**config.mk**
```make
export PLATFORM = sky130hd
export DESIGN_NAME = audio_dac_serializer
export DESIGN_NICKNAME = d
export VERILOG_FILES = /design/src/rtl/audio_dac_serializer.sv
export SDC_FILE = /design/constraint.sdc
export NUM_CORES = 1
export LEC_CHECK = 0
export ABC_AREA = 1
export ABC_CLOCK_PERIOD_IN_PS = 2700
export CAP_MARGIN = 25
export CORE_MARGIN = 2
export CORE_UTILIZATION = 58
export DETAILED_ROUTE_END_ITERATION = 10
export PLACE_DENSITY_LB_ADDON = 0.1
export REMOVE_ABC_BUFFERS = 1
export SYNTH_ARGS = -nofsm -noshare
export SYNTH_HDL_FRONTEND = slang
export SYNTH_SLANG_ARGS = --single-unit
```
**constraint.sdc**
```tcl
create_clock -name clk -period 2.7 [get_ports clk]
set_input_delay 0.54 -clock clk [delete_from_list [all_inputs] [get_ports clk]]
set_output_delay 0.54 -clock clk [all_outputs]
set_load 0.1 [all_outputs]
```
**src/rtl/audio_dac_serializer.sv**
```systemverilog
// I2S serializer for the WM8731 dacdat input: mono samples arrive over a
// valid/ready sink, are buffered in a small FIFO and sent on both channels.
module audio_dac_serializer #(
  parameter int DATA_W      = 16,
  parameter int FIFO_DEPTH  = 4,
  parameter int SYNC_STAGES = 2
) (
  input  logic                          clk,
  input  logic                          reset,
  input  logic [DATA_W-1:0]             sample_data,
  input  logic                          sample_valid,
  output logic                          sample_ready,
  input  logic                          mute,
  input  logic                          bclk_i,
  input  logic                          daclrck_i,
  output logic                          dacdat_o,
  output logic [$clog2(FIFO_DEPTH):0]   fifo_level,
  output logic [15:0]                   underrun_cnt
);

  localparam int PTR_W = (FIFO_DEPTH > 1) ? $clog2(FIFO_DEPTH) : 1;
  localparam int LVL_W = $clog2(FIFO_DEPTH) + 1;
  localparam int CNT_W = $clog2(DATA_W + 1);
  localparam logic [LVL_W-1:0] DEPTH_LVL = LVL_W'(FIFO_DEPTH);
  localparam logic [CNT_W-1:0] WORD_BITS = CNT_W'(DATA_W);

  typedef enum logic [1:0] {
    ST_IDLE  = 2'd0,
    ST_DELAY = 2'd1,
    ST_SHIFT = 2'd2
  } state_t;

  logic [SYNC_STAGES-1:0] bclk_sync_q, bclk_sync_d;
  logic [SYNC_STAGES-1:0] lr_sync_q, lr_sync_d;
  logic                   bclk_prev_q, bclk_prev_d;
  logic                   lr_prev_q, lr_prev_d;

  logic [DATA_W-1:0]      mem_q [FIFO_DEPTH];
  logic [PTR_W-1:0]       wr_ptr_q, wr_ptr_d;
  logic [PTR_W-1:0]       rd_ptr_q, rd_ptr_d;
  logic [LVL_W-1:0]       level_q, level_d;
  logic                   sample_ready_q, sample_ready_d;
  logic [DATA_W-1:0]      hold_q, hold_d;
  logic [15:0]            underrun_q, underrun_d;

  state_t                 state_q, state_d;
  logic [DATA_W-1:0]      shift_q, shift_d;
  logic [CNT_W-1:0]       bit_cnt_q, bit_cnt_d;
  logic                   dacdat_q, dacdat_d;

  logic                   bclk_s, lr_s, bclk_fall_s, chan_start_s, left_start_s;
  logic                   fifo_empty_s, push_s, pop_s, underrun_s;
  logic [DATA_W-1:0]      load_word_s;

  // Event decode: codec clocks are resynchronised, then edges/starts derived.
  always_comb begin
    bclk_sync_d  = (bclk_sync_q << 1) | SYNC_STAGES'(bclk_i);
    lr_sync_d    = (lr_sync_q << 1) | SYNC_STAGES'(daclrck_i);
    bclk_s       = bclk_sync_q[SYNC_STAGES-1];
    lr_s         = lr_sync_q[SYNC_STAGES-1];
    bclk_prev_d  = bclk_s;
    bclk_fall_s  = bclk_prev_q & ~bclk_s;
    chan_start_s = bclk_fall_s & (lr_s != lr_prev_q);
    left_start_s = chan_start_s & ~lr_s;
    if (bclk_fall_s) begin
      lr_prev_d = lr_s;
    end else begin
      lr_prev_d = lr_prev_q;
    end
    fifo_empty_s = (level_q == {LVL_W{1'b0}});
    push_s       = sample_valid & sample_ready_q;
    pop_s        = left_start_s & ~fifo_empty_s;
    underrun_s   = left_start_s & fifo_empty_s;
  end

  // FIFO bookkeeping; pop sees pre-push contents, so empty+push is an underrun.
  always_comb begin
    wr_ptr_d   = wr_ptr_q;
    rd_ptr_d   = rd_ptr_q;
    level_d    = level_q;
    hold_d     = hold_q;
    underrun_d = underrun_q;
    if (push_s) begin
      wr_ptr_d = wr_ptr_q + PTR_W'(1);
    end else begin
      wr_ptr_d = wr_ptr_q;
    end
    if (pop_s) begin
      rd_ptr_d = rd_ptr_q + PTR_W'(1);
      hold_d   = mem_q[rd_ptr_q];
    end else begin
      rd_ptr_d = rd_ptr_q;
      hold_d   = hold_q;
    end
    case ({push_s, pop_s})
      2'b10:   level_d = level_q + LVL_W'(1);
      2'b01:   level_d = level_q - LVL_W'(1);
      default: level_d = level_q;
    endcase
    if (underrun_s && (underrun_q != 16'hFFFF)) begin
      underrun_d = underrun_q + 16'd1;
    end else begin
      underrun_d = underrun_q;
    end
    sample_ready_d = (level_d < DEPTH_LVL);
  end

  // Serializer FSM: a channel start always wins, even mid-word.
  always_comb begin
    state_d     = state_q;
    shift_d     = shift_q;
    bit_cnt_d   = bit_cnt_q;
    dacdat_d    = dacdat_q;
    load_word_s = mute ? {DATA_W{1'b0}} : hold_d;
    if (chan_start_s) begin
      shift_d   = load_word_s;
      bit_cnt_d = WORD_BITS;
      dacdat_d  = 1'b0;
      state_d   = ST_DELAY;
    end else if (bclk_fall_s) begin
      case (state_q)
        ST_DELAY, ST_SHIFT: begin
          if (bit_cnt_q != {CNT_W{1'b0}}) begin
            dacdat_d  = shift_q[DATA_W-1];
            shift_d   = {shift_q[DATA_W-2:0], 1'b0};
            bit_cnt_d = bit_cnt_q - CNT_W'(1);
            state_d   = ST_SHIFT;
          end else begin
            dacdat_d = 1'b0;
            state_d  = ST_IDLE;
          end
        end
        ST_IDLE: begin
          dacdat_d = 1'b0;
          state_d  = ST_IDLE;
        end
        default: begin
          dacdat_d = 1'b0;
          state_d  = ST_IDLE;
        end
      endcase
    end else begin
      state_d = state_q;
    end
  end

  // Sample storage; contents are don't-care until written, so no reset.
  always_ff @(posedge clk) begin
    if (push_s) begin
      mem_q[wr_ptr_q] <= sample_data;
    end
  end

  // State registers with synchronous reset.
  always_ff @(posedge clk) begin
    if (reset) begin
      bclk_sync_q    <= {SYNC_STAGES{1'b0}};
      lr_sync_q      <= {SYNC_STAGES{1'b0}};
      bclk_prev_q    <= 1'b0;
      lr_prev_q      <= 1'b0;
      wr_ptr_q       <= {PTR_W{1'b0}};
      rd_ptr_q       <= {PTR_W{1'b0}};
      level_q        <= {LVL_W{1'b0}};
      sample_ready_q <= 1'b0;
      hold_q         <= {DATA_W{1'b0}};
      underrun_q     <= 16'd0;
      state_q        <= ST_IDLE;
      shift_q        <= {DATA_W{1'b0}};
      bit_cnt_q      <= {CNT_W{1'b0}};
      dacdat_q       <= 1'b0;
    end else begin
      bclk_sync_q    <= bclk_sync_d;
      lr_sync_q      <= lr_sync_d;
      bclk_prev_q    <= bclk_prev_d;
      lr_prev_q      <= lr_prev_d;
      wr_ptr_q       <= wr_ptr_d;
      rd_ptr_q       <= rd_ptr_d;
      level_q        <= level_d;
      sample_ready_q <= sample_ready_d;
      hold_q         <= hold_d;
      underrun_q     <= underrun_d;
      state_q        <= state_d;
      shift_q        <= shift_d;
      bit_cnt_q      <= bit_cnt_d;
      dacdat_q       <= dacdat_d;
    end
  end

  assign sample_ready = sample_ready_q;
  assign dacdat_o     = dacdat_q;
  assign fifo_level   = level_q;
  assign underrun_cnt = underrun_q;

endmodule

```
==> results.md, run 1 <==
* Layout cells sized above 1 at 12.2%
* CP startpoint: fifo_level[0]
* DRT antenna net count at 0
* Antenna Cells at 0
* Final Cycle Share at 73.1%
* Die area at ~11000 µm²
* CP endpoint kind: register
* Area grow syn2layout at 16.6%
* R2R cell count at 9
* Initial antenna violation count at 0
* Site row count at 36
* Power Density at approximately 630 nW/µm²
* I/O pin count at 43
* Grt total ovfl at 0
* Worst hold path class: register to register
* Global-route wire length before repair at 19.4 mm
* Initial Utilization at roughly 60%
* CP Class: register to register
* Setup TNS at 0 ns
* Fin nets at around 750
* CTS Buf Count at 17
* DR vias at 4415
* Buffers on Ports at 42
* Yosys warns at 0
* Pre-CTS WS at around 0.35 ns
* Die height at around 100 µm
* Worst-Margin Slew at about 0.86 ns
* Final design utilization at between 60% and 70%
* # setup viols final at 0
* Routability Congestion at 0.829
* Post-Syn Instances at a little under 700
* H-tree levels at 4
* CTS Buffer Depth at 2
* Sinks on Clock Net at 136
* Vias in the first global route at 4261
* Drt drc at 0
* Ranking of synthesized cells by area: edfxtp_1 (33%), dfxtp_1 (25%), nand2_1 (12%), nor2_1 (5.8%), o21ai_0 (4.0%)
* Syn Std Cell Area at 5850 µm²
* Ys async rst share at 0%
* Slew margin rel. at between 40% and 50%
* Fmax at 506 MHz
* Pin count of the biggest net entering global routing at 45
* Number of post-CTS setup repair buffers at 0
* Skew final at 0.00612 ns
* Crit start category: register
* Number of synthesized flops with an enable pin at 64
* Skew-Pair Late Insertion Delay at about 0.53 ns
* Fin Hold WS at a little over 0.4 ns
* Max-Cap Viols at 0
* # hold bufs at CTS at 0
* All-Layer GR Usage at about 22%
* Area leader, netlist: edfxtp_1
* Tmin final at 1.97 ns
* Design Power at ~4.3 mW
* Synth cell count leaders: nand2_1 (191), nor2_1 (90), dfxtp_1 (72)
* Clock transition at path regs at ~0.060 ns
* Mean Syn Cell Area at about 8.7 µm²
* Status: complete, no violations
* Final hold viol count at 0
* Synth top area share at about a third
* Maximum vdd drop at 0.000538 V
* Clock Tree Root: clkbuf_8
* Final WS setup at about 0.73 ns
* Routed WL at around 11 mm
* Most common cell in the netlist: nand2_1
* Max Fanout on Critical Path at 5
* Die width at 104 µm
* CTS tree: built
* Max Slew Vio Count at 0
* Register area share after synthesis at 57.5%
* Synth unique cells at 29
* R2r setup slk at 0.73 ns
* Post-CTS Resized at 0
* #FFs+latches synth at ~140
* CP Data Required Time at between 3 and 4 ns
* Top_reg_cell synth: dfxtp_1
* Core ar. at 9770 µm²
* Final HPWL DP at 7.17 mm
* Pre-antenna DRT Iters at 5
* Reg2reg start: fifo_level[0]
* Initial DRC count at 133
* Worst EP arrival at 2.38 ns
* Average wire per standard cell at about 13 µm
* DR vias/cell at ~5.1
* RSZ-0062 raised after global routing: false
* Leak at ~2.7 nW
==> through the flow <==
stage,std cells,cell area [µm²]
3_5_place_dp,833,6320
4_1_cts,865,6820
2_1_floorplan,647,5700
3_3_place_gp,833,6320
5_1_grt,865,6820
6_report,865,6820
==> worst min path at each step <==
stage	start	end	slack, ns	depth (start not counted)
after floorplan	bclk_sync_q[0]	bclk_sync_q[1]	0.39	2
after global placement	bclk_sync_q[0]	bclk_sync_q[1]	0.40	2
after detailed placement	bclk_sync_q[0]	bclk_sync_q[1]	0.41	2
after CTS	bclk_sync_q[0]	bclk_sync_q[1]	0.42	2
after global routing	bclk_sync_q[0]	bclk_sync_q[1]	0.44	2
final	bclk_sync_q[0]	bclk_sync_q[1]	0.41	2
==> placed cells by master (no fill, tap or decap) <==
cell	instances
nand2_1	191
clkinv_2	5
xor2_1	6
o211ai_1	4
clkinv_1	2
o21ai_1	2
nand2_4	1
ha_1	7
o21ai_0	47
a21oi_1	38
a211oi_1	1
clkbuf_8	1
nor2_2	3
nor3_2	1
xnor2_1	3
buf_4	32
nand3b_1	2
nand3_1	22
nand2_2	12
nor2_4	1
nand4_1	15
fa_1	1
edfxtp_1	64
a21oi_2	8
clkinv_4	1
clkbuf_1	2
clkbuf_16	16
inv_6	2
nor2_1	90
dfxtp_1	72
inv_2	2
inv_1	53
clkinvlp_4	3
nor3_1	1
clkdlybuf4s50_1	20
buf_2	1
==> where the power goes <==
group	switching (mW)	internal (mW)	leakage, nW	total (mW)
combinational	0.102	0.0560	1.32	0.158
sequential	0.0126	2.19	1.16	2.20
clock	0.835	1.12	0.243	1.95
==> cell families (layout without fill, tap and decap cells) <==
family	count (synthesis)	in the layout	share of synthesized area (%)
AND/OR/NAND/NOR	339	339	24.0
flip-flops	136	136	57.5
AO/OA/AOI/OAI	100	100	9.28
buffers and inverters	83	140	6.01
XOR/XNOR	9	9	1.35
adder cells (fa/ha/maj)	8	8	1.84
==> per-layer routing <==
layer | GRT usage [%] | wire, µm | vias to the layer above | part of all wire (%)
met1 | 27.8 | 5030 | 2033 | 45
met4 | 9.07 | 146 | 0 | 1.3
li1 | - | - | 2286 | -
met3 | 6.02 | 508 | 12 | 4.5
met5 | 0 | 0 | - | 0
met2 | 37.2 | 5590 | 84 | 50
==> state kept, by name, summed over array words and instances (netlist names), 2 cells and up, named ones only <==
| signal | flops |
|---|---|
| mem_q | 64 |
| hold_q | 16 |
| shift_q | 16 |
| underrun_cnt | 16 |
| bit_cnt_q | 5 |
| bclk_sync_q | 2 |
| fifo_level | 2 |
| lr_sync_q | 2 |
| rd_ptr_q | 2 |
| state_q | 2 |
| wr_ptr_q | 2 |
==> area by class of cell <==
type	instances	area, µm²
Inverter	55	206
Sequential cell	136	3360
Fill cell	804	2960
Multi-Input combinational cell	456	2130
Clock inverter	13	81.3
Timing Repair Buffer	53	445
Clock buffer	19	422
Tap cell	133	166
==> critical path, stage by stage, from the launching register on <==
cell and delay [ns]:
dfxtp_1 0.36, nor3_2 0.24, nor2_1 0.11, ha_1 0.23, fa_1 0.39, a21oi_1 0.14, o21ai_0 0.11, xor2_1 0.17
inv_1 0.06, nor2_1 0.03
No activity file was read; power rests on OpenSTA's default activity.
==> run 2, diff against run 1 <==
--- a/config.mk
+++ b/config.mk
@@ -6,10 +6,10 @@
 export NUM_CORES = 1
 export LEC_CHECK = 0
 export ABC_AREA = 1
-export ABC_CLOCK_PERIOD_IN_PS = 2700
+export ABC_CLOCK_PERIOD_IN_PS = 1800
 export CAP_MARGIN = 25
 export CORE_MARGIN = 2
-export CORE_UTILIZATION = 58
+export CORE_UTILIZATION = 53
 export DETAILED_ROUTE_END_ITERATION = 10
 export PLACE_DENSITY_LB_ADDON = 0.1
 export REMOVE_ABC_BUFFERS = 1
==> constraint.sdc (replaced) <==
create_clock -name clk -period 1.8 [get_ports clk]
set_input_delay 0.36 -clock clk [delete_from_list [all_inputs] [get_ports clk]]
set_output_delay 0.36 -clock clk [all_outputs]
set_load 0.1 [all_outputs]
==> results.md, run 2 (synthesized netlist as in run 1, its figures left out) <==
* Status: complete, no violations
* Final hold viol count at 0 (unchanged)
* CTS Buffer Depth at 2 (unchanged)
* Fin Hold WS at 0.197 ns (-0.216 ns)
* Skew-Pair Late Insertion Delay at 0.54 ns (about the same)
* H-tree levels at 4 (unchanged)
* Vias in the first global route at 4196 (-1.5%)
* Leak at 2.93 nW (+7.4%)
* Worst EP arrival at 2.25 ns (-0.13 ns)
* Max Slew Vio Count at 0 (unchanged)
* Buffers on Ports at 42 (unchanged)
* Grt total ovfl at 0 (unchanged)
* DR vias at 4546 (+3.0%)
* Worst-Margin Slew at 0.536 ns (-0.321 ns)
* Maximum vdd drop at 0.00126 V (+130%)
* Die area at 11900 µm² (+9.1%)
* Die height at 109 µm (+4.4%)
* Design Power at 6.58 mW (+53%)
* Max Fanout on Critical Path at 2 (-3)
* Sinks on Clock Net at 136 (unchanged)
* DRT antenna net count at 0 (unchanged)
* CP endpoint kind: register
* Power Density at 891 nW/µm² (+41%)
* Clock Tree Root: clkbuf_8
* Layout cells sized above 1 at 16.4% (+4.2 points)
* Drt drc at 0 (unchanged)
* Crit start category: register
* Die width at 109 µm (+4.4%)
* Initial Utilization at 54.2% (-5.6 points)
* Routed WL at 11.4 mm (+0.76%)
* Worst hold path class: input port to register
* Commonest non-fill, non-tap cell in the layout: nand2_1
* Final design utilization at 68.4% (-1.3 points)
* Routability Congestion at 0.829 (about the same)
* # hold bufs at CTS at 0 (unchanged)
* FILL cells at 869 (+8.1%)
* Slew margin rel. at 64.3% (+21 points)
* Skew final at 0.00824 ns (+0.00213 ns)
* RSZ-0062 raised after global routing: true
* DR vias/cell at 5.06 (-0.82%)
* CP Data Required Time at 2.27 ns (-0.84 ns)
* Tmin final at 1.78 ns (-0.192 ns)
* Initial DRC count at 239 (+80%)
* CTS Buf Count at 17 (unchanged)
* Multi-input gate area at 2160 µm² (+1.3%)
* Final WS setup at 0.0173 ns (-0.708 ns)
* I/O pin count at 43 (unchanged)
* All-Layer GR Usage at 21.2% (-1.2 points)
* Pin count of the biggest net entering global routing at 45 (unchanged)
* Fin nets at 776 (+3.6%)
* Max FFs per register at 64 (unchanged)
* Antenna Cells at 0 (unchanged)
* Final HPWL DP at 7.56 mm (+5.4%)
* Max-Cap Viols at 0 (unchanged)
* Site row count at 38 (+5.6%)
* CP Class: register to register
* Biggest register: mem_q
* Core ar. at 10800 µm² (+10%)
* Area grow syn2layout at 26.2%
* Met2 Use GR at 35.8% (-1.4 points)
* Clock transition at path regs at 0.06 ns (about the same)
* Most frequent cells in the layout: nand2_1 (191), nor2_1 (88), dfxtp_1 (71)
* Top Usage Layer GRT: met2
* Average wire per standard cell at 12.7 µm (-2.9%)
* Setup TNS at 0 ns (unchanged)
* Global-route wire length before repair at 19.2 mm (-1.0%)
* Initial antenna violation count at 0 (unchanged)
* Pre-antenna DRT Iters at 6 (+1)
* Met3 global-route usage at 5.80% (-0.22 points)
* Register area at 3360 µm² (about the same)
* CTS tree: built
* # setup viols final at 0 (unchanged)
* Fmax at 561 MHz (+11%)
* Pre-CTS WS at -0.371 ns (-0.723 ns)
* Final Cycle Share at 99.0% (+26 points)
* M1 GR Usage at 25.5% (-2.3 points)
run 2: cell type report:
| cell class | count | area share, % |
|---|---|---|
| Clock buffer | 17 | 5.61 |
| Clock inverter | 14 | 1.36 |
| Inverter | 55 | 2.80 |
| Multi-Input combinational cell | 456 | 29.3 |
| Sequential cell | 136 | 45.6 |
| Tap cell | 140 | 2.37 |
| Timing Repair Buffer | 80 | 13.0 |
run 2: timing repair:
action | CTS | global route
setup buffers | 1 | 2
setup endpoints to repair | 2 | 17
resized for setup | 2 | 8
pin swaps | 2 | 6
gates cloned | 0 | 0
run 2: where the power goes:
group	switching (mW)	total (mW)	internal, mW
registers	0.0172	3.30	3.29
clock network	1.31	2.99	1.68
logic	0.164	0.283	0.119
run 2: worst paths after layout:
kind,start,to,slack (ns),cells after the start
min,reset,underrun_cnt[1],0.20,4
max reg2reg,fifo_level[0],register,0.02,9
min reg2reg,bclk_sync_q[0],bclk_sync_q[1],0.42,2
max,fifo_level[0],register,0.02,9
run 2: through the flow:
step | cells | instance area (µm²)
after floorplan | 647 | 5700
after global placement | 864 | 6820
after detailed placement | 864 | 6820
after CTS | 896 | 7340
after global routing | 898 | 7380
final | 898 | 7380
run 2: critical path: stages, from the launching register on:
cell	delay [ns]
dfxtp_2	0.33
nor3_4	0.20
nor2_2	0.07
ha_2	0.20
fa_2	0.38
a21oi_2	0.14
o21ai_2	0.07
xor2_1	0.19
inv_1	0.06
nor2_1	0.08
run 2: routing by layer:
layer,vias up,wire (µm)
li1,2348,-
met1,2078,5050
met2,102,5610
met3,18,512
met4,0,187
met5,-,0
